### src/rtl/al_accel_bpbuf_wb_if.sv
// Memory write channel between the bypass-buffer drain engine and memory.
// The engine is the master; the memory (or its bus bridge) is the slave.
interface al_accel_bpbuf_wb_if #(
  parameter int ADDR_W = 32
);
  logic              mem_valid;
  logic              mem_ready;
  logic [ADDR_W-1:0] mem_addr;
  logic [31:0]       mem_wdata;
  logic [3:0]        mem_wstrb;

  modport master (
    output mem_valid,
    output mem_addr,
    output mem_wdata,
    output mem_wstrb,
    input  mem_ready
  );

  modport slave (
    input  mem_valid,
    input  mem_addr,
    input  mem_wdata,
    input  mem_wstrb,
    output mem_ready
  );
endinterface

### src/rtl/al_accel_bpbuf_wb.sv
// Drains word_cnt 32-bit words from the bypass buffer and writes them to
// consecutive word addresses starting at base_addr, one word per transaction.
module al_accel_bpbuf_wb #(
  parameter int ADDR_W = 32,
  parameter int CNT_W  = 16
) (
  input  logic                 clk,
  input  logic                 resetn,
  input  logic                 enb,
  input  logic                 start,
  input  logic [ADDR_W-1:0]    base_addr,
  input  logic [CNT_W-1:0]     word_cnt,
  output logic                 bpbuf_rd_req,
  input  logic                 bpbuf_rd_vld,
  input  logic [31:0]          bpbuf_do,
  al_accel_bpbuf_wb_if.master  mem,
  output logic                 busy,
  output logic                 done
);

  typedef enum logic [1:0] {
    ST_IDLE  = 2'd0,
    ST_FETCH = 2'd1,
    ST_WRITE = 2'd2,
    ST_DONE  = 2'd3
  } state_t;

  state_t             state_q;
  state_t             state_d;

  logic [ADDR_W-1:0]  addr_q;
  logic [ADDR_W-1:0]  mem_addr_q;
  logic [CNT_W-1:0]   rem_q;
  logic [31:0]        data_q;

  logic               start_acc;
  logic               rd_fire;
  logic               wr_fire;

  always_ff @(posedge clk or negedge resetn) begin
    if (!resetn) begin
      state_q <= ST_IDLE;
    end else begin
      state_q <= state_d;
    end
  end

  // Handshake outputs are decoded from state so that an asynchronous reset
  // clears mem_valid/busy/rd_req immediately, without waiting for a clock.
  always_comb begin
    state_d        = state_q;
    bpbuf_rd_req   = 1'b0;
    mem.mem_valid  = 1'b0;
    mem.mem_wstrb  = 4'h0;
    busy           = 1'b1;
    done           = 1'b0;
    start_acc      = 1'b0;
    rd_fire        = 1'b0;
    wr_fire        = 1'b0;
    case (state_q)
      ST_IDLE: begin
        busy = 1'b0;
        if (start) begin
          start_acc = 1'b1;
          state_d   = (word_cnt != '0) ? ST_FETCH : ST_DONE;
        end
      end
      ST_FETCH: begin
        bpbuf_rd_req = enb;
        if (enb && bpbuf_rd_vld) begin
          rd_fire = 1'b1;
          state_d = ST_WRITE;
        end
      end
      ST_WRITE: begin
        // enb is deliberately not looked at here: a posted write never drops.
        mem.mem_valid = 1'b1;
        mem.mem_wstrb = 4'hF;
        if (mem.mem_ready) begin
          wr_fire = 1'b1;
          state_d = (rem_q > CNT_W'(1)) ? ST_FETCH : ST_DONE;
        end
      end
      ST_DONE: begin
        done    = 1'b1;
        state_d = ST_IDLE;
      end
      default: begin
        state_d = ST_IDLE;
      end
    endcase
  end

  // mem_addr has its own register, loaded at capture, so it holds the
  // address of the last write while addr_q has already advanced.
  always_ff @(posedge clk or negedge resetn) begin
    if (!resetn) begin
      addr_q     <= '0;
      mem_addr_q <= '0;
      rem_q      <= '0;
      data_q     <= '0;
    end else begin
      if (start_acc) begin
        addr_q <= base_addr & ~ADDR_W'(3);
        rem_q  <= word_cnt;
      end
      if (rd_fire) begin
        data_q     <= bpbuf_do;
        mem_addr_q <= addr_q;
      end
      if (wr_fire) begin
        addr_q <= addr_q + ADDR_W'(4);
        rem_q  <= rem_q - CNT_W'(1);
      end
    end
  end

  assign mem.mem_addr  = mem_addr_q;
  assign mem.mem_wdata = data_q;

endmodule

### src/flat_wrapper.sv
// flat-port wrapper written by rule: the top's interface ports become plain ports
module al_accel_bpbuf_wb_flat 
#(
  parameter int ADDR_W = 32,
  parameter int CNT_W  = 16
)
  (clk, resetn, enb, start, base_addr, word_cnt, bpbuf_rd_req, bpbuf_rd_vld, bpbuf_do, busy, done, mem_mem_valid, mem_mem_addr, mem_mem_wdata, mem_mem_wstrb, mem_mem_ready);
  al_accel_bpbuf_wb_if #(.ADDR_W(ADDR_W)) mem_i ();
  input  logic clk;
  input  logic resetn;
  input  logic enb;
  input  logic start;
  input  logic [ADDR_W-1:0] base_addr;
  input  logic [CNT_W-1:0] word_cnt;
  output logic bpbuf_rd_req;
  input  logic bpbuf_rd_vld;
  input  logic [31:0] bpbuf_do;
  output logic busy;
  output logic done;
  output wire logic [$bits(mem_i.mem_valid)-1:0] mem_mem_valid;
  output wire logic [$bits(mem_i.mem_addr)-1:0] mem_mem_addr;
  output wire logic [$bits(mem_i.mem_wdata)-1:0] mem_mem_wdata;
  output wire logic [$bits(mem_i.mem_wstrb)-1:0] mem_mem_wstrb;
  input wire logic [$bits(mem_i.mem_ready)-1:0] mem_mem_ready;
  assign mem_mem_valid = mem_i.mem_valid;
  assign mem_mem_addr = mem_i.mem_addr;
  assign mem_mem_wdata = mem_i.mem_wdata;
  assign mem_mem_wstrb = mem_i.mem_wstrb;
  assign mem_i.mem_ready = mem_mem_ready;
  al_accel_bpbuf_wb #(.ADDR_W(ADDR_W), .CNT_W(CNT_W)) u_core (.clk(clk), .resetn(resetn), .enb(enb), .start(start), .base_addr(base_addr), .word_cnt(word_cnt), .bpbuf_rd_req(bpbuf_rd_req), .bpbuf_rd_vld(bpbuf_rd_vld), .bpbuf_do(bpbuf_do), .mem(mem_i), .busy(busy), .done(done));
endmodule
### config.mk
export PLATFORM = sky130hd
export DESIGN_NAME = al_accel_bpbuf_wb_flat
export DESIGN_NICKNAME = d
export VERILOG_FILES = /design/src/rtl/al_accel_bpbuf_wb_if.sv /design/src/rtl/al_accel_bpbuf_wb.sv /design/src/flat_wrapper.sv
export SDC_FILE = /design/constraint.sdc
export NUM_CORES = 1
export LEC_CHECK = 0
export ABC_AREA = 1
export CAP_MARGIN = 20
export CORE_MARGIN = 3
export CORE_UTILIZATION = 51
export CTS_BUF_LIST = sky130_fd_sc_hd__clkbuf_8
export DETAILED_ROUTE_END_ITERATION = 7
export GPL_TIMING_DRIVEN = 0
export HOLD_SLACK_MARGIN = 0.1
export PLACE_DENSITY = 0.83
export SYNTH_ARGS = -nofsm -noshare
export SYNTH_HDL_FRONTEND = slang
export SYNTH_SLANG_ARGS = --single-unit
### constraint.sdc
create_clock -name clk -period 1.59 [get_ports clk]
set_clock_uncertainty 0.1 [all_clocks]
set_input_delay 0.159 -clock clk [delete_from_list [all_inputs] [get_ports clk]]
set_output_delay 0.159 -clock clk [all_outputs]
set_load 0.02 [all_outputs]
-- Word level (Yosys, flattened, before mapping)
Index checks and enable logic that the tools add are counted.
- bitwise logic cells: 0
- shifts and indexed selects: 0
- $mul: 0
- $add $sub $neg: 2
- reduce and logical (&&, ||, !) cells: 5
- muxes and demuxes: 21
- divide/modulo/power cells: 0
- eq/ne operators: 6
- order comparisons: 1
- operator list (cell ; number):
    32-bit two-way mux ; 2
    32-bit by 3-bit adder with 32-bit output, second input constant ; 1
    16-bit two-way mux ; 2
    16-bit by 1-bit greater-than comparator with 1-bit output, second input constant ; 1
    16-bit nonzero test ; 1
    16-bit by 1-bit subtractor with 16-bit output, second input constant ; 1
    1-bit two-way mux ; 10
    2-bit two-way mux ; 5
    2-bit case mux with 4 select lines ; 1
    2-bit == test, second input constant ; 2
    4-bit two-way mux ; 1
    2-bit inequality test, second input constant ; 2
    3-bit AND reduction ; 1
    2-bit by 1-bit == test with 1-bit output, second input constant ; 1
    2-bit zero test ; 1
    2-bit by 1-bit inequality test with 1-bit output, second input constant ; 1
    2-bit nonzero test ; 1
    1-bit logical AND ; 1
- bits of input ports: 86
- register bits: 114
- memories kept: 0
- RAM bits: 0
- output and inout port bits: 72
- memory bits (read-only): 0
- word-level logic and storage cells: 40
- bits in latches: 0

-- Depth between registers and ports, before layout
Gate-level depths: netlist of run 1.
- depth in word-level cells: 4
- mapped depth: 10
- mapped depth without buffers: 10

-- Least setup slack after synthesis of run 1
OpenSTA, ideal clock, no wires.
- kind: reg2reg
- start: register u_core.state_q[1]
- end: register u_core.addr_q[11]
- slack: 0.068 ns
- data arrival time: 1.291 ns
- stages on the path, launching flop included: 9
- buffers on the path: 1
- period minus slack after synthesis: 1.522 ns
- setup time: 0.131 ns
- required time: 1.359 ns
- path through: dfrtp_1 -> inv_1 -> nor2_4 -> nand2_4 -> inv_4 -> buf_6 -> nand4_1 -> nand3_1 -> o211ai_1
- word-level cells in the longest chain between the ends: 3
- elaborated cells on any way between the ends: 6
- classes of those cells: eq/ne: 1; mux: 3; reduce/logical: 2
- RTL lines (what ; RTL line ; source):
    start, declared ; al_accel_bpbuf_wb.sv:28 ; state_t state_q;
    start signal, assigned ; al_accel_bpbuf_wb.sv:44 ; state_q <= state_d;
    2-bit == test / 2-bit zero test (equally long branches) ; al_accel_bpbuf_wb.sv:60 ; case (state_q)
    1-bit two-way mux ; al_accel_bpbuf_wb.sv:60 ;
    32-bit two-way mux / 2-bit nonzero test (equally long branches) ; - ;
    end signal, assigned ; al_accel_bpbuf_wb.sv:104 ; addr_q <= base_addr & ~ADDR_W'(3);
    end signal, assigned ; al_accel_bpbuf_wb.sv:112 ; addr_q <= addr_q + ADDR_W'(4);
    end, declared ; al_accel_bpbuf_wb.sv:31 ; logic [ADDR_W-1:0] addr_q;
Parallel ways exist; a longest one is shown, timed or not.
A chain may end at the register's enable or synchronous reset.

-- Worst setup path after layout of run 1
- start: register u_core.state_q[1]
- end: register u_core.rem_q[3]
- word-level cells in the longest chain between the ends: 3
- elaborated cells on any way between the ends: 6
- classes of those cells: eq/ne: 1; mux: 3; reduce/logical: 2
- RTL lines (what ; RTL line ; source):
    2-bit == test / 2-bit zero test (equally long branches) ; al_accel_bpbuf_wb.sv:60 ;
    1-bit two-way mux ; al_accel_bpbuf_wb.sv:60 ;
    16-bit two-way mux / 2-bit nonzero test (equally long branches) ; - ;
    end signal, assigned ; al_accel_bpbuf_wb.sv:105 ; rem_q <= word_cnt;
    end signal, assigned ; al_accel_bpbuf_wb.sv:113 ; rem_q <= rem_q - CNT_W'(1);
    end, declared ; al_accel_bpbuf_wb.sv:33 ; logic [CNT_W-1:0] rem_q;
Parallel ways exist; a longest one is shown, timed or not.

==> results of run 1 <==
==> Yosys cell counts <==
cell      number  area share, %
nor3_1         8           0.67
conb_1         1          0.063
o21a_1         9            1.1
nor3b_1        1           0.13
o21bai_1       2           0.25
nand2_2        1           0.11
o21ai_1       11           0.93
nor2_1        79            5.0
ha_1           3           0.63
a31oi_1        1           0.11
and3_4         1           0.19
nand2_4        3           0.57
buf_4         11            1.4
nand2_1      195             12
a22oi_1        1           0.13
dfrtp_1      110             46
mux2_4        36            9.1
o221ai_1       1           0.15
nor2_2         2           0.21
xor2_1         3           0.44
clkbuf_1       3           0.19
or2_2          1           0.11
inv_4          3           0.32
a211oi_1       2           0.25
nand4_1        8           0.84
buf_2          8           0.67
buf_6          7            1.3
o22ai_1        8           0.84
o21ai_0       43            3.6
nand3_1       59            5.0
o211ai_1       8            1.0
nor2_4         1           0.19
o31ai_1        1           0.13
nor2_8         1           0.34
inv_2          1          0.063
inv_1         65            4.1
a21oi_1       15            1.3
==> through the flow <==
step                      total power [W]  worst slack (ns)
after global routing               0.0172            -0.116
after detailed placement           0.0133            -0.247
after CTS                          0.0150           -0.0631
after global placement             0.0130             -3.93
after floorplan                   0.00988            0.0679
final                              0.0162           -0.0860
==> layer usage <==
layer	part of all wire (%)	routed length [µm]	global-route usage, %
met4	3.5	707	9.98
met1	41	8270	39.4
met3	8.9	1800	8.01
met5	0	0	0
met2	47	9510	50.1
==> path summary, 6_finish.rpt <==
kind / start / cells past startpoint / to
worst max-delay path: u_core.state_q[1] / 8 / u_core.rem_q[3]
max in group asynchronous: resetn / 3 / u_core.state_q[0]
worst min-delay path: base_addr[21] / 3 / u_core.addr_q[21]
min in group asynchronous: resetn / 2 / u_core.mem.mem_wdata[17]
worst max register to register: u_core.state_q[1] / 8 / u_core.rem_q[3]
worst min register to register: u_core.mem.mem_addr[7] / 2 / u_core.mem.mem_addr[7]
==> cell families after synthesis <==
logic type,after synthesis
AOI/OAI and AO/OA,102
adders and majority gates,3
buffers and inverters,98
xor gates and xnor gates,3
other,1
muxes,36
and+or+nand+nor,360
DFF,110
==> cells in the final DEF, fill, tap and decap left out, types with 17 or more instances in the layout <==
cell type        instances
nand2_1                185
nor2_1                  49
nor2_4                  17
o21ai_0                 33
mux2_4                  36
o21ai_1                 18
dlygate4sd2_1           62
inv_1                   62
dfrtp_1                101
nand3_1                 53
clkdlybuf4s50_1         82
buf_4                   38
==> cell type report <==
class	count	area, µm²	share of cell area, %
Multi-Input combinational cell	506	3050	35.4
Sequential cell	110	2760	32.1
Timing Repair Buffer	187	1820	21.2
Buffer	28	304	3.53
Inverter	69	292	3.39
Tap cell	140	175	2.03
Clock buffer	10	138	1.60
Clock inverter	6	45.0	0.523
Timing Repair inverter	2	22.5	0.262
==> critical path: stages, from the launching register on <==
cell	delay (ns)
dfrtp_1	0.42
buf_6	0.14
nor2_4	0.11
inv_4	0.06
nor2_8	0.18
buf_4	0.18
buf_6	0.16
a22oi_1	0.13
o31ai_1	0.10
==> sequential cells by signal, indices dropped and copies added, names as in the netlist <==
signal and flops:
u_core.addr_q 30, u_core.mem.mem_addr 30, u_core.mem.mem_wdata 32, u_core.rem_q 16, u_core.state_q 2
==> power by group through the flow <==
stage / sequential (W) / combinational [W] / clock (W)
floorplan: 0.00602 / 0.00387 / 0
finish: 0.00542 / 0.00910 / 0.00171
detailed placement: 0.00532 / 0.00794 / 0
CTS: 0.00527 / 0.00806 / 0.00169
global route: 0.00557 / 0.00978 / 0.00181
global placement: 0.00523 / 0.00776 / 0
==> timing repair <==
action / CTS / global route
gates cloned: 1 / 5
endpoints found under the setup margin: 131 / 58
setup buffers: 16 / 12
endpoints found under the hold margin: 59 / 0
hold buffers: 1 / 0
gates resized for setup: 153 / 100
pin swaps: 7 / 11
==> results.md, run 1 <==
- Initial antenna violation count: 0
- Final setup fails: 21
- Pre-antenna DRT Iters: 5
- Crit path DAT: 1.88 ns
- MaxCap Viol Count: 0
- Net switching power: 0.00746 W
- Hold WS: between 0.2 and 0.25 ns
- CP Capture Type: register
- DR WL/cell: 19.2 µm
- Crit path max fanout: 10
- R2r setup slk: -0.09 ns
- Initial Utilization: 53.4%
- Crit path kind: reg2reg
- Max-slew headroom: about 46%
- Sequential share of the synthesized area: 46.3%
- Fin Setup TNS: -0.885 ns
- PortBufs: roughly 150
- Fin crit share: 105%
- Worst hold path class: in2reg
- Clock Sinks: 110
- Slew Viols, Final: 0
- CP required: 1.79 ns
- Die extent in y: 114 µm
- Post-route cell area: 0.00861 mm²
- Crit start category: register
- Largest family of logic cells by synthesized area: simple AND/OR/NAND/NOR gates
- Vias in the first global route: between 5k and 6k
- Die area: 0.0130 mm²
- Routability Congestion: 0.926
- Fmax achieved: 597 MHz
- Final Hold Fails: 0
- Synthesis Warnings: 0
- Pleak: 4.06 nW
- Core region area: 0.0111 mm²
- Failing checks: setup timing
- DP HPWL: 14000 µm
- Layout cell share with drive strength beyond 1: 22.3%
- Post-route setup slack: -0.0860 ns
- Min cycle time layout: 1.68 ns
- Non-filler instance count after layout: 1058
- Gate power share: a little under three fifths
- Synth Area in XOR/XNOR: 0.442%
- Drc violations: 0
- Synth Area in Simple Gates: ~26%
- Root Buffer: clkbuf_8
- ANT cells: 0
- Outcome: complete, but fails checks
- Worst-Margin Slew: 0.806 ns
- I/O pins: 158
- Overall Global Routing Usage: between 30% and 40%
- Die span in x: 114 µm
- Remaining antenna violation count after routing: 0
- Clock Latency Late Sink: ~0.40 ns
- Syn Area/Cell: ~8.3 µm²
- 1st-iter DRT viols: between 400 and 500
- Nets@finish: 1002
- Synth cell types: 37
- Instance area at placement: 0.00768 mm²
- RSZ-0062 raised after global routing: true
- Post-synthesis mux area share: 9.09%
- Mapped Cells: roughly 710
- Area grow syn2layout: 44.8%
- Post-Syn Area: 0.00595 mm²
- Synthesized flop and latch total: between 100 and 150
- Sequential Power Share: between 30 and 40%
- Maximum VDD drop: 1.46 mV
- Clock Power Share: 10.5%
- Num CTS Buffers: 9
- WL final: about 20000 µm
- Vias per cell: 5.57
- Clk pin slew, worst setup/hold paths: 0.11 ns
- Power Density: 1890 mW/mm²
- Internal: 0.00877 W
- Row cnt: 38
- Synth Area in Adders: 0.631%
- Post-synthesis compound-gate area fraction: 9.81%
- CTS tree: done
- First-pass GRT wire length: 30500 µm
- Sw Share: a little under half
- Fillers: 803
- Largest net degree at the start of global routing: 61
- CTS max path bufs: 2
- Total global routing overflow: 0
- Final cell utilization of the core: between 70% and 80%
- Via count: 5888
- Placed insts: approximately 1.0k
- H-tree depth: 3
Note: power is estimated with default switching activity, not from simulation.
==> run 2: changes to the inputs <==
- SKIP_CTS_REPAIR_TIMING: default -> 1
==> results.md, run 2 (same netlist as run 1, synthesis figures left out) <==
- Outcome: complete, but fails checks
- Failing checks: DRC, setup timing
- Sw Share: 46.0%
- Pleak: between 4 and 5 nW
- Total global routing overflow: 0
- Final cell utilization of the core: 85.1%
- Max FFs per register: 32
- CTS tree: done
- Critical path's slowest cell: dfrtp_2
- WHS Endpoint: u_core.addr_q[21]
- Largest net degree at the start of global routing: just over 60
- Clock Power Share: a little under a tenth
- Crit path kind: reg2reg
- Worst hold path class: in2reg
- Via count: 6392
- Hold_sp: base_addr[21]
- Crit-path max cell delay: 0.46 ns
- Sequential Power Share: between 30% and 40%
- Fin crit share: 115%
- Crit start category: register
- Layout cell share with drive strength beyond 1: 28.4%
- Drc violations: 1
- H-tree depth: 3
- Net switching power: 0.00828 W
- Die area: ~0.013 mm²
- Root Buffer: clkbuf_8
- Clock Sinks: between 100 and 150
- Fmax achieved: 548 MHz
- Most common cell after layout, fill and taps aside: nand2_1
- Pre-antenna DRT Iters: 8
- Overall Global Routing Usage: 28.9%
- Nets@finish: 1019
- Power Density: 1900 mW/mm²
- CTS max path bufs: 2
- Worst-Margin Slew: roughly 0.82 ns
- Die extent in y: 114 µm
- Slew Viols, Final: 0
- Final Total Pwr: 0.0180 W
- Post-route setup slack: -0.234 ns
- Clk pin slew, worst setup/hold paths: 0.11 ns
- WL final: 24500 µm
- Core region area: between 0.01 and 0.015 mm²
- Row cnt: 38
- Min cycle time layout: 1.82 ns
- Max-slew headroom: 45.1%
- Fillers: 582
- Area grow syn2layout: 59.3%
- Die span in x: about 110 µm
- R2R Path End: u_core.addr_q[22]
- ANT cells: 0
- Hold Path Depth: 3
- Most frequent cells in the layout: nand2_1, dfrtp_1, clkdlybuf4s50_1, inv_1, dlymetal6s2s_1
- RSZ-0062 raised after global routing: true
- Instance area at placement: 0.00768 mm²
- Post-route cell area: 0.00947 mm²
- Num CTS Buffers: 9
- Crit path DAT: approximately 2.1 ns
- DP HPWL: 14000 µm
- Clock Latency Late Sink: approximately 0.41 ns
- Reg-to-Reg Start: u_core.state_q[0]
- Final Hold Fails: 0
- Hold WS: 0.217 ns
- MaxCap Viol Count: 0
- Maximum VDD drop: about 1.6 mV
- PortBufs: 153
- Worst reg2reg path depth: 10
- Vias per cell: around 5.9
- Remaining antenna violation count after routing: 0
- Routability Congestion: 0.926
- Final setup fails: ~110
- Internal: 0.00973 W
- R2r setup slk: -0.23 ns
- Vias in the first global route: between 5k and 6k
- CP Capture Type: register
- Crit-path cells: buf_6, nor2_4, nand2_4, buf_12, clkinv_16, buf_8, nand3_4, nor2_1, nand2_1, nand3_1
- DR WL/cell: 22.8 µm
- Initial Utilization: 53.4%
- Gate power share: 59.4%
- First-pass GRT wire length: 29000 µm
- Crit path max fanout: 8
- I/O pins: roughly 160
- Initial antenna violation count: 0
- CP required: 1.85 ns
- 1st-iter DRT viols: 683
[run 2: power groups by stage]
stage / Clock [W] / Sequential, W / Combinational, W
2_1_floorplan: 0 / 0.00602 / 0.00387
6_report: 0.00173 / 0.00558 / 0.0107
3_3_place_gp: 0 / 0.00523 / 0.00776
3_5_place_dp: 0 / 0.00532 / 0.00794
4_1_cts: 0.00169 / 0.00528 / 0.00799
5_1_grt: 0.00182 / 0.00568 / 0.0112
[run 2: final cells by class]
class | instances | area [µm²] | area share [%]
timing repair buffer | 204 | 2410 | 25.4
multi-input combinational | 506 | 3240 | 34.2
buffer | 29 | 387 | 4.08
inverter | 69 | 300 | 3.17
clock inverter | 6 | 45.0 | 0.476
sequential | 110 | 2760 | 29.1
tap | 140 | 175 | 1.85
clock buffer | 10 | 138 | 1.45
timing repair inverter | 1 | 16.3 | 0.172
[run 2: worst max-delay path by stage]
| stage | from | endpoint | slack, ns | cells after the start |
|---|---|---|---|---|
| floorplan | u_core.state_q[1] | u_core.addr_q[11] | 0.07 | 8 |
| global placement | resetn | u_core.rem_q[0] | -3.93 | 1 |
| detailed placement | mem_mem_ready | u_core.rem_q[13] | -0.25 | 6 |
| CTS | u_core.state_q[1] | mem_mem_wstrb[3] | -0.55 | 4 |
| global route | u_core.state_q[0] | u_core.addr_q[22] | -0.34 | 10 |
| finish | u_core.state_q[0] | u_core.addr_q[22] | -0.23 | 10 |
[run 2: routing by layer]
metal | vias to the layer above | global-route usage (%) | part of all wire, %
met2 | 483 | 48.4 | 48
met3 | 107 | 7.21 | 9.9
met5 | - | 0 | 0
met4 | 0 | 7.60 | 4.7
li1 | 2762 | - | -
met1 | 3040 | 37.5 | 38
[run 2: worst max-delay path: cells and delay by family (launching register included)]
family        cells  cell delay, ns
buf+inv           4            0.49
flops             1            0.46
simple gates      6            0.71
[run 2: metrics by stage]
stage                     worst slack [ns]  setup TNS (ns)  std cells
after detailed placement            -0.247          -12.38       1008
after global placement               -3.93         -439.91       1007
after CTS                           -0.552          -14.38       1024
final                               -0.234           -9.25       1075
after floorplan                     0.0679               0        714
after global routing                -0.338          -15.37       1075
